**src/rtl/elevador.sv**
```systemverilog
// Five-floor elevator controller: one-hot requests, up/down motor commands,
// current/target floor tracking and a passenger counter that only moves while stopped.
module elevador #(
   parameter int TRAVEL_CYCLES = 2,
   parameter int MAX_PEOPLE    = 8
) (
   input  logic       clk,
   input  logic       reset,
   input  logic [4:0] req,
   input  logic       person_enter,
   input  logic       person_exit,
   output logic       motor_up,
   output logic       motor_down,
   output logic [2:0] andar_atual,
   output logic [2:0] andar_requisitado,
   output logic [3:0] num_people
);

   localparam int CW = (TRAVEL_CYCLES > 1) ? $clog2(TRAVEL_CYCLES) : 1;
   localparam logic [CW-1:0] CNT_LAST   = CW'(TRAVEL_CYCLES - 1);
   localparam logic [CW-1:0] CNT_ZERO   = {CW{1'b0}};
   localparam logic [CW-1:0] CNT_ONE    = CW'(1);
   localparam logic [3:0]    PEOPLE_MAX = 4'(MAX_PEOPLE);

   typedef enum logic [1:0] {
      IDLE        = 2'd0,
      MOVING_UP   = 2'd1,
      MOVING_DOWN = 2'd2
   } state_t;

   state_t          state_q, state_d;
   logic [2:0]      floor_q, floor_d;
   logic [2:0]      target_q, target_d;
   logic [CW-1:0]   cnt_q, cnt_d;
   logic [3:0]      people_q, people_d;
   logic            motor_up_q, motor_up_d;
   logic            motor_down_q, motor_down_d;
   logic [2:0]      cand_s;

   // Lowest set request bit wins when several floors are requested at once.
   function automatic logic [2:0] lowest_floor(input logic [4:0] r);
      logic [2:0] f;
      casez (r)
         5'b????1: f = 3'd0;
         5'b???10: f = 3'd1;
         5'b??100: f = 3'd2;
         5'b?1000: f = 3'd3;
         5'b10000: f = 3'd4;
         default:  f = 3'd0;
      endcase
      return f;
   endfunction

   assign cand_s = lowest_floor(req);

   // Next-state, floor stepping, passenger count and motor command logic.
   always_comb begin
      state_d  = state_q;
      floor_d  = floor_q;
      target_d = target_q;
      cnt_d    = cnt_q;
      people_d = people_q;
      case (state_q)
         IDLE: begin
            cnt_d = CNT_ZERO;
            if ((req != 5'b00000) && (cand_s != floor_q)) begin
               target_d = cand_s;
               state_d  = (cand_s > floor_q) ? MOVING_UP : MOVING_DOWN;
            end else begin
               state_d = IDLE;
            end
            if (person_enter && !person_exit && (people_q < PEOPLE_MAX)) begin
               people_d = people_q + 4'd1;
            end else if (person_exit && !person_enter && (people_q != 4'd0)) begin
               people_d = people_q - 4'd1;
            end else begin
               people_d = people_q;
            end
         end
         MOVING_UP, MOVING_DOWN: begin
            if (cnt_q == CNT_LAST) begin
               cnt_d = CNT_ZERO;
               if (state_q == MOVING_UP) begin
                  floor_d = (floor_q < 3'd4) ? floor_q + 3'd1 : floor_q;
               end else begin
                  floor_d = (floor_q != 3'd0) ? floor_q - 3'd1 : floor_q;
               end
               if (floor_d == target_q) begin
                  state_d = IDLE;
               end else begin
                  state_d = state_q;
               end
            end else begin
               cnt_d = cnt_q + CNT_ONE;
            end
         end
         default: begin
            state_d = IDLE;
            cnt_d   = CNT_ZERO;
         end
      endcase
      motor_up_d   = (state_d == MOVING_UP);
      motor_down_d = (state_d == MOVING_DOWN);
   end

   // State and output registers; active-low synchronous reset aborts any trip.
   always_ff @(posedge clk) begin
      if (!reset) begin
         state_q      <= IDLE;
         floor_q      <= 3'd0;
         target_q     <= 3'd0;
         cnt_q        <= CNT_ZERO;
         people_q     <= 4'd0;
         motor_up_q   <= 1'b0;
         motor_down_q <= 1'b0;
      end else begin
         state_q      <= state_d;
         floor_q      <= floor_d;
         target_q     <= target_d;
         cnt_q        <= cnt_d;
         people_q     <= people_d;
         motor_up_q   <= motor_up_d;
         motor_down_q <= motor_down_d;
      end
   end

   assign motor_up          = motor_up_q;
   assign motor_down        = motor_down_q;
   assign andar_atual       = floor_q;
   assign andar_requisitado = target_q;
   assign num_people        = people_q;

endmodule

```
**config.mk**
```make
export PLATFORM = sky130hd
export DESIGN_NAME = elevador
export DESIGN_NICKNAME = d
export VERILOG_FILES = /design/src/rtl/elevador.sv
export SDC_FILE = /design/constraint.sdc
export NUM_CORES = 1
export LEC_CHECK = 0
export CAP_MARGIN = 20
export CORE_ASPECT_RATIO = 0.7
export CORE_MARGIN = 1.5
export CORE_UTILIZATION = 51
export DETAILED_ROUTE_END_ITERATION = 7
export GPL_ROUTABILITY_DRIVEN = 1
export PLACE_DENSITY = 0.85
export SYNTH_ARGS = -nofsm -noshare
export SYNTH_HDL_FRONTEND = slang
export SYNTH_SLANG_ARGS = --single-unit
```
**constraint.sdc**
```tcl
create_clock -name clk -period 3.2 [get_ports clk]
set_input_delay 0.64 -clock clk [delete_from_list [all_inputs] [get_ports clk]]
set_output_delay 0.64 -clock clk [all_outputs]
set_load 0.03 [all_outputs]
```
==> flow_metrics.env, run 1 <==
export IMPL_synthArstFlopShare_pct=0
export IMPL_max_stage_delay_ns=0.57
export IMPL_crit_chain="clkdlybuf4s50_1 -> or4_4 -> nor2_1 -> ha_1 -> nand3_1 -> o211ai_1 -> or3_1 -> inv_1 -> a41o_1 -> a32o_1"
export IMPL_p_int_uw=359
export IMPL_antennaDiodeCount=0
export IMPL_syn_to_final_growth_pct=20.7
export IMPL_grt_use_total_pct=22.8
export IMPL_synth_adder_area_share_pct=13.6
export IMPL_tightestPinTransition_ns=0.511
export IMPL_coreArea_mm2=0.00214
export IMPL_clkPwrFrac_pct=19.8
export IMPL_netSwitchingFraction_pct=36.8
export IMPL_grt_pass1_vias=972
export IMPL_ant_nets=0
export IMPL_final_nets=183
export IMPL_synth_xor_area_share_pct=4.55
export IMPL_die_w_um=59.9
export IMPL_first_iter_violations=65
export IMPL_synthTopCellsByCount="15 x dfxtp_1, 15 x nand2_1, 11 x ha_1"
export IMPL_drc_errors=0
export IMPL_synth_compound_area_share_pct=19.9
export IMPL_startpoint_type="primary input"
export IMPL_setup_viol=0
export IMPL_status="complete, no violations"
export IMPL_yosysSeqAreaShare_pct=26.0
export IMPL_synth_area_leaders="dfxtp_1 26%, ha_1 12%, nand2_1 4.9%"
export IMPL_switching_power_uw=209
export IMPL_via_per_inst=5.49
export IMPL_dp_hpwl_um=2010
export IMPL_hp_class="reg2reg"
export IMPL_clock_skew_ns=0.00571
export IMPL_power_per_cell_area_mw_per_mm2=407
export IMPL_synth_avg_cell_area_um2=8.20
export IMPL_syn_area_mm2=0.00116
export IMPL_cts_setup_buffers=0
export IMPL_cts_sinks=15
export IMPL_rsz0062_at_grt="false"
export IMPL_p_leak_uw=0.000563
export IMPL_cts_repair_resized=0
export IMPL_synth_cells=141
export IMPL_gp_congestion=0.954
export IMPL_drv_slew=0
export IMPL_drive_gt1_share_pct=6.83
export IMPL_slew_headroom_pct=65.8
export IMPL_synth_edf_count=0
export IMPL_fin_tns_setup_ns=0
export IMPL_drt_wirelength_per_cell_um=13.4
export IMPL_grt_max_degree=14
export IMPL_worstPathMaxFanout=7
export IMPL_num_rows=14
export IMPL_clk_latency_ns=0.29
export IMPL_yosys_area_top_type_share_pct=26.0
export IMPL_root_buffer="clkbuf_4"
export IMPL_fin_total_pwr_uw=568
export IMPL_vias=1059
export IMPL_grt_ovfl_total=0
export IMPL_numCtsBuffers=3
export IMPL_comb_power_share_pct=39.4
export IMPL_yosys_area_top_type="dfxtp_1"
export IMPL_maxCapViolCount=0
export IMPL_finalCritPeriodShare_pct=91.2
export IMPL_fin_crit_ns=2.92
export IMPL_finalHoldViolCount=0
export IMPL_die_y_um=42.8
export IMPL_clock_fmax_mhz=343
export IMPL_io_buffers=20
export IMPL_cts_tree="built"
export IMPL_synth_top_family_by_area="simple AND/OR/NAND/NOR gates"
export IMPL_cts_hold_buf=0
export IMPL_crit_arrival_ns=3.15
export IMPL_critical_path_class="in2reg"
export IMPL_clockBufferDepth=2
export IMPL_critical_path_required_ns=3.43
export IMPL_wl_um=2590
export IMPL_synth_nets=162
export IMPL_cp_top_family="simple AND/OR/NAND/NOR gates"
export IMPL_max_vdd_ir_drop_v=0.000225
export IMPL_cp_end_kind="flop"
export IMPL_cpMaxStageDelayCell="or4_4"
export IMPL_synth_seq_cells=15
export IMPL_clk_pin_slew_worst_paths_ns=0.09
export IMPL_cts_max_level=1
export IMPL_ys_types=46
export IMPL_synth_simple_area_share_pct=29.1
export IMPL_seq_power_share_pct=40.8
export IMPL_yosysWarningCount=0
export IMPL_synth_ff_type="dfxtp_1"
export IMPL_io_pins=21
export IMPL_start_util_pct=54.1
export IMPL_cp_num_buf_inv=2
export IMPL_antenna_found_initial=0
export IMPL_synthMuxAreaShare_pct=1.84
export IMPL_grt_pass1_wl_um=4440
export IMPL_dieArea_mm2=0.00257
export IMPL_first_pass_iters=4
[cell families (layout without fill, tap and decap cells)]
group | Yosys count | in the layout
AO/OA/AOI/OAI | 32 | 32
buffers and inverters | 12 | 32
adder cells (fa/ha/maj) | 12 | 12
AND/OR/NAND/NOR | 62 | 62
flip-flops | 15 | 15
multiplexers | 2 | 2
XOR/XNOR | 6 | 6
[power by group through the flow]
stage	Clock, µW	Combinational [µW]	Sequential (µW)
6_report	112	224	232
5_1_grt	124	248	234
4_1_cts	116	224	232
3_5_place_dp	0	223	236
3_3_place_gp	0	215	234
2_1_floorplan	0	126	263
[metal layers]
layer / vias up / wire length (µm) / GRT usage [%] / share of wire (%)
met5: - / 0 / 0 / 0
met4: 0 / 6 / 3.56 / 0.23
met3: 2 / 133 / 7.32 / 5.1
met2: 31 / 1090 / 30.7 / 42
met1: 486 / 1360 / 35.6 / 53
li1: 540 / - / - / -
[worst paths after layout]
check	startpoint	end	slack, ns	depth (start not counted)
setup / recovery	req[1]	motor_down$_SDFF_PN0_	0.28	10
setup reg to reg	andar_atual[0]$_SDFFE_PN0P_	motor_up$_SDFF_PN0_	0.56	8
hold reg to reg	cnt_q$_SDFF_PP0_	cnt_q$_SDFF_PP0_	0.49	1
hold / removal	cnt_q$_SDFF_PP0_	cnt_q$_SDFF_PP0_	0.49	1
[state kept, by name, indices dropped and copies added, names as in the netlist]
name               cells
motor_up               1
num_people             4
motor_down             1
state_q                2
andar_atual            3
cnt_q                  1
andar_requisitado      3
[layout make-up]
cell class                 instances  area (µm²)
clock buffer                       4        26.3
multi-input combinational        114         798
timing repair buffer              20         200
fill                             195         742
inverter                           8        30.0
sequential                        15         300
tap                               32        40.0
[metrics by stage]
| step | setup slack, ns | cells | util, % | cell area (µm²) | hold WS, ns |
|---|---|---|---|---|---|
| floorplan | 0.619 | 141 | - | 1160 | 0.430 |
| global placement | 0.225 | 189 | 64.1 | 1370 | 0.454 |
| detailed placement | 0.0251 | 189 | 64.1 | 1370 | 0.473 |
| CTS | 0.325 | 193 | 65.3 | 1400 | 0.495 |
| global route | 0.216 | 193 | 65.3 | 1400 | 0.513 |
| finish | 0.281 | 193 | 65.3 | 1400 | 0.490 |
[cells in the final DEF (no fill, tap or decap), drive strengths merged, types with 4 or more instances in the layout]
master,netlist,routed
nand3,5,5
nand2b,4,4
nor2,10,10
ha,11,11
clkbuf,1,4
a21oi,9,9
and2b,4,4
xnor2,5,5
o21ai,5,5
and2,5,5
inv,7,7
nor2b,6,6
nand2,15,15
clkdlybuf4s50,0,20
dfxtp,15,15
(Power assumes the default switching activity.)
==> run 2: changes to the inputs <==
--- a/config.mk
+++ b/config.mk
@@ -9,9 +9,11 @@
 export CORE_ASPECT_RATIO = 0.7
 export CORE_MARGIN = 1.5
 export CORE_UTILIZATION = 51
+export CTS_BUF_LIST = sky130_fd_sc_hd__clkbuf_16
 export DETAILED_ROUTE_END_ITERATION = 7
 export GPL_ROUTABILITY_DRIVEN = 1
 export PLACE_DENSITY = 0.85
+export SLEW_MARGIN = 20
 export SYNTH_ARGS = -nofsm -noshare
 export SYNTH_HDL_FRONTEND = slang
 export SYNTH_SLANG_ARGS = --single-unit
==> constraint.sdc (replaced) <==
create_clock -name clk -period 3.25 [get_ports clk]
set_input_delay 0.65 -clock clk [delete_from_list [all_inputs] [get_ports clk]]
set_output_delay 0.65 -clock clk [all_outputs]
set_load 0.03 [all_outputs]
==> run 2 against run 1 <==
Against the previous run: clock skew fell by 0.0027 ns; die area unchanged; highest routed layer unchanged; power grew 22%; clock-buffer cell count decreased by 1; critical path depth stayed put.
==> flow_metrics.env, run 2 (synthesis results as in run 1) <==
export IMPL_crit_arrival_ns=3.21
export IMPL_slew_headroom_pct=65.4
export IMPL_final_common_cell="clkdlybuf4s50_1"
export IMPL_dieArea_mm2=0.00257
export IMPL_cts_hold_buf=0
export IMPL_root_buffer="clkbuf_16"
export IMPL_antennaDiodeCount=0
export IMPL_grt_pass1_wl_um=4640
export IMPL_worstPathMaxFanout=7
export IMPL_layout_common_cells="20 x clkdlybuf4s50_1, 15 x nand2_1, 15 x dfxtp_1"
export IMPL_grt_use_total_pct=23.8
export IMPL_cp_startpoint="req[1]"
export IMPL_startpoint_type="primary input"
export IMPL_place_ws_ns=0.0651
export IMPL_ff_latch_area_um2=300
export IMPL_fin_total_pwr_uw=692
export IMPL_finalHoldViolCount=0
export IMPL_first_iter_violations=53
export IMPL_max_vdd_ir_drop_v=0.000345
export IMPL_final_nets=183
export IMPL_cts_sinks=15
export IMPL_via_per_inst=5.68
export IMPL_num_rows=14
export IMPL_hold_start="cnt_q$_SDFF_PP0_"
export IMPL_wl_um=2780
export IMPL_io_buffers=20
export IMPL_fin_tns_setup_ns=0
export IMPL_p_leak_uw=0.000590
export IMPL_status="complete, no violations"
export IMPL_largest_reg_flops=4
export IMPL_ant_nets=0
export IMPL_clockBufferDepth=2
export IMPL_dp_hpwl_um=2010
export IMPL_drive_gt1_share_pct=6.83
export IMPL_holdPathEnd="cnt_q$_SDFF_PP0_"
export IMPL_start_util_pct=54.1
export IMPL_drv_slew=0
export IMPL_place_inst=189
export IMPL_cpMaxStageDelayCell="or4_4"
export IMPL_grt_ovfl_total=0
export IMPL_grt_pass1_vias=1006
export IMPL_fin_crit_ns=3.02
export IMPL_cts_tree="built"
export IMPL_vias=1096
export IMPL_coreArea_mm2=0.00214
export IMPL_critical_path_class="in2reg"
export IMPL_tightestPinTransition_ns=0.513
export IMPL_drt_wirelength_per_cell_um=14.4
export IMPL_maxCapViolCount=0
export IMPL_fin_util_pct=67.7
export IMPL_gp_congestion=0.954
export IMPL_antenna_found_initial=0
export IMPL_die_w_um=59.9
export IMPL_stdcell_count=193
export IMPL_num_fill_cells=188
export IMPL_reg2reg_slack_ns=0.61
export IMPL_clk_pin_slew_worst_paths_ns=0.05
export IMPL_cts_setup_buffers=0
export IMPL_cts_repair_resized=0
export IMPL_power_per_cell_area_mw_per_mm2=478
export IMPL_multi_input_area_um2=798
export IMPL_setup_viol=0
export IMPL_worst_slack_ns=0.229
export IMPL_hp_class="reg2reg"
export IMPL_cts_max_level=1
export IMPL_critical_path_required_ns=3.44
export IMPL_grt_max_degree=14
export IMPL_finalCritPeriodShare_pct=93.0
export IMPL_die_y_um=42.8
export IMPL_first_pass_iters=4
export IMPL_clock_skew_ns=0.00304
export IMPL_drc_errors=0
export IMPL_reg2regPathDepth=8
export IMPL_io_pins=21
export IMPL_rsz0062_at_grt="false"
export IMPL_cp_end_kind="flop"
export IMPL_max_stage_delay_ns=0.57
export IMPL_whs_path_depth=1
export IMPL_syn_to_final_growth_pct=25.2
export IMPL_timing_rr_end="motor_up$_SDFF_PN0_"
export IMPL_clock_fmax_mhz=331
export IMPL_clk_latency_ns=0.24
export IMPL_numCtsBuffers=3
export IMPL_crit_chain="clkdlybuf4s50_1 -> or4_4 -> nor2_1 -> ha_1 -> nand3_1 -> o211ai_1 -> or3_1 -> inv_1 -> a41o_1 -> a32o_1"
export IMPL_r2r_start="andar_atual[0]$_SDFFE_PN0P_"
[run 2: cell types whose count changed in the layout (fill, tap and decap cells not counted), sizes merged]
cell and delta:
clkbuf -1, inv +1
[run 2: worst max path at each step]
stage | to | slack (ns) | depth (start not counted)
floorplan | motor_down$_SDFF_PN0_ | 0.67 | 8
detailed placement | motor_down$_SDFF_PN0_ | 0.07 | 10
finish | motor_down$_SDFF_PN0_ | 0.23 | 10
global route | motor_down$_SDFF_PN0_ | 0.17 | 10
global placement | motor_down$_SDFF_PN0_ | 0.26 | 10
CTS | motor_down$_SDFF_PN0_ | 0.26 | 10
[run 2: layout make-up]
class                      instances  area share (%)
sequential                        15            20.7
clock buffer                       3            5.19
timing repair buffer              20            13.8
multi-input combinational        114            55.1
tap                               32            2.77
clock inverter                     1           0.259
inverter                           8            2.07
[run 2: critical path, delay by kind of cell]
family	cells	cell delay (ns)
AO/OA/AOI/OAI	3	0.46
AND/OR/NAND/NOR	4	1.26
buffers and inverters	2	0.55
adder cells (fa/ha/maj)	1	0.27
[run 2: layer usage]
metal | GRT usage [%] | vias up | routed length (µm)
met5 | 0 | - | 0
met4 | 5.33 | 0 | 46
met3 | 5.49 | 8 | 178
met2 | 34.1 | 50 | 1180
met1 | 35.8 | 497 | 1370
li1 | - | 541 | -
[run 2: report_power, final]
group | internal [µW] | leakage, µW | switching (µW) | total [µW]
clock network | 163 | 0.0000423 | 73.2 | 236
logic | 103 | 0.000425 | 124 | 227
registers | 204 | 0.000123 | 25.2 | 229
[run 2: metrics by stage]
step,area [µm²],hold WS (ns)
floorplan,1160,0.430
global placement,1370,0.454
detailed placement,1370,0.473
CTS,1450,0.484
global route,1450,0.502
finish,1450,0.486
==> run 3: changes to the inputs <==
--- a/config.mk
+++ b/config.mk
@@ -17,3 +17,4 @@
 export SYNTH_ARGS = -nofsm -noshare
 export SYNTH_HDL_FRONTEND = slang
 export SYNTH_SLANG_ARGS = --single-unit
+export TNS_END_PERCENT = 1
==> results of run 3 <==
Final layout, timing and power as in run 2 (identical DEF).
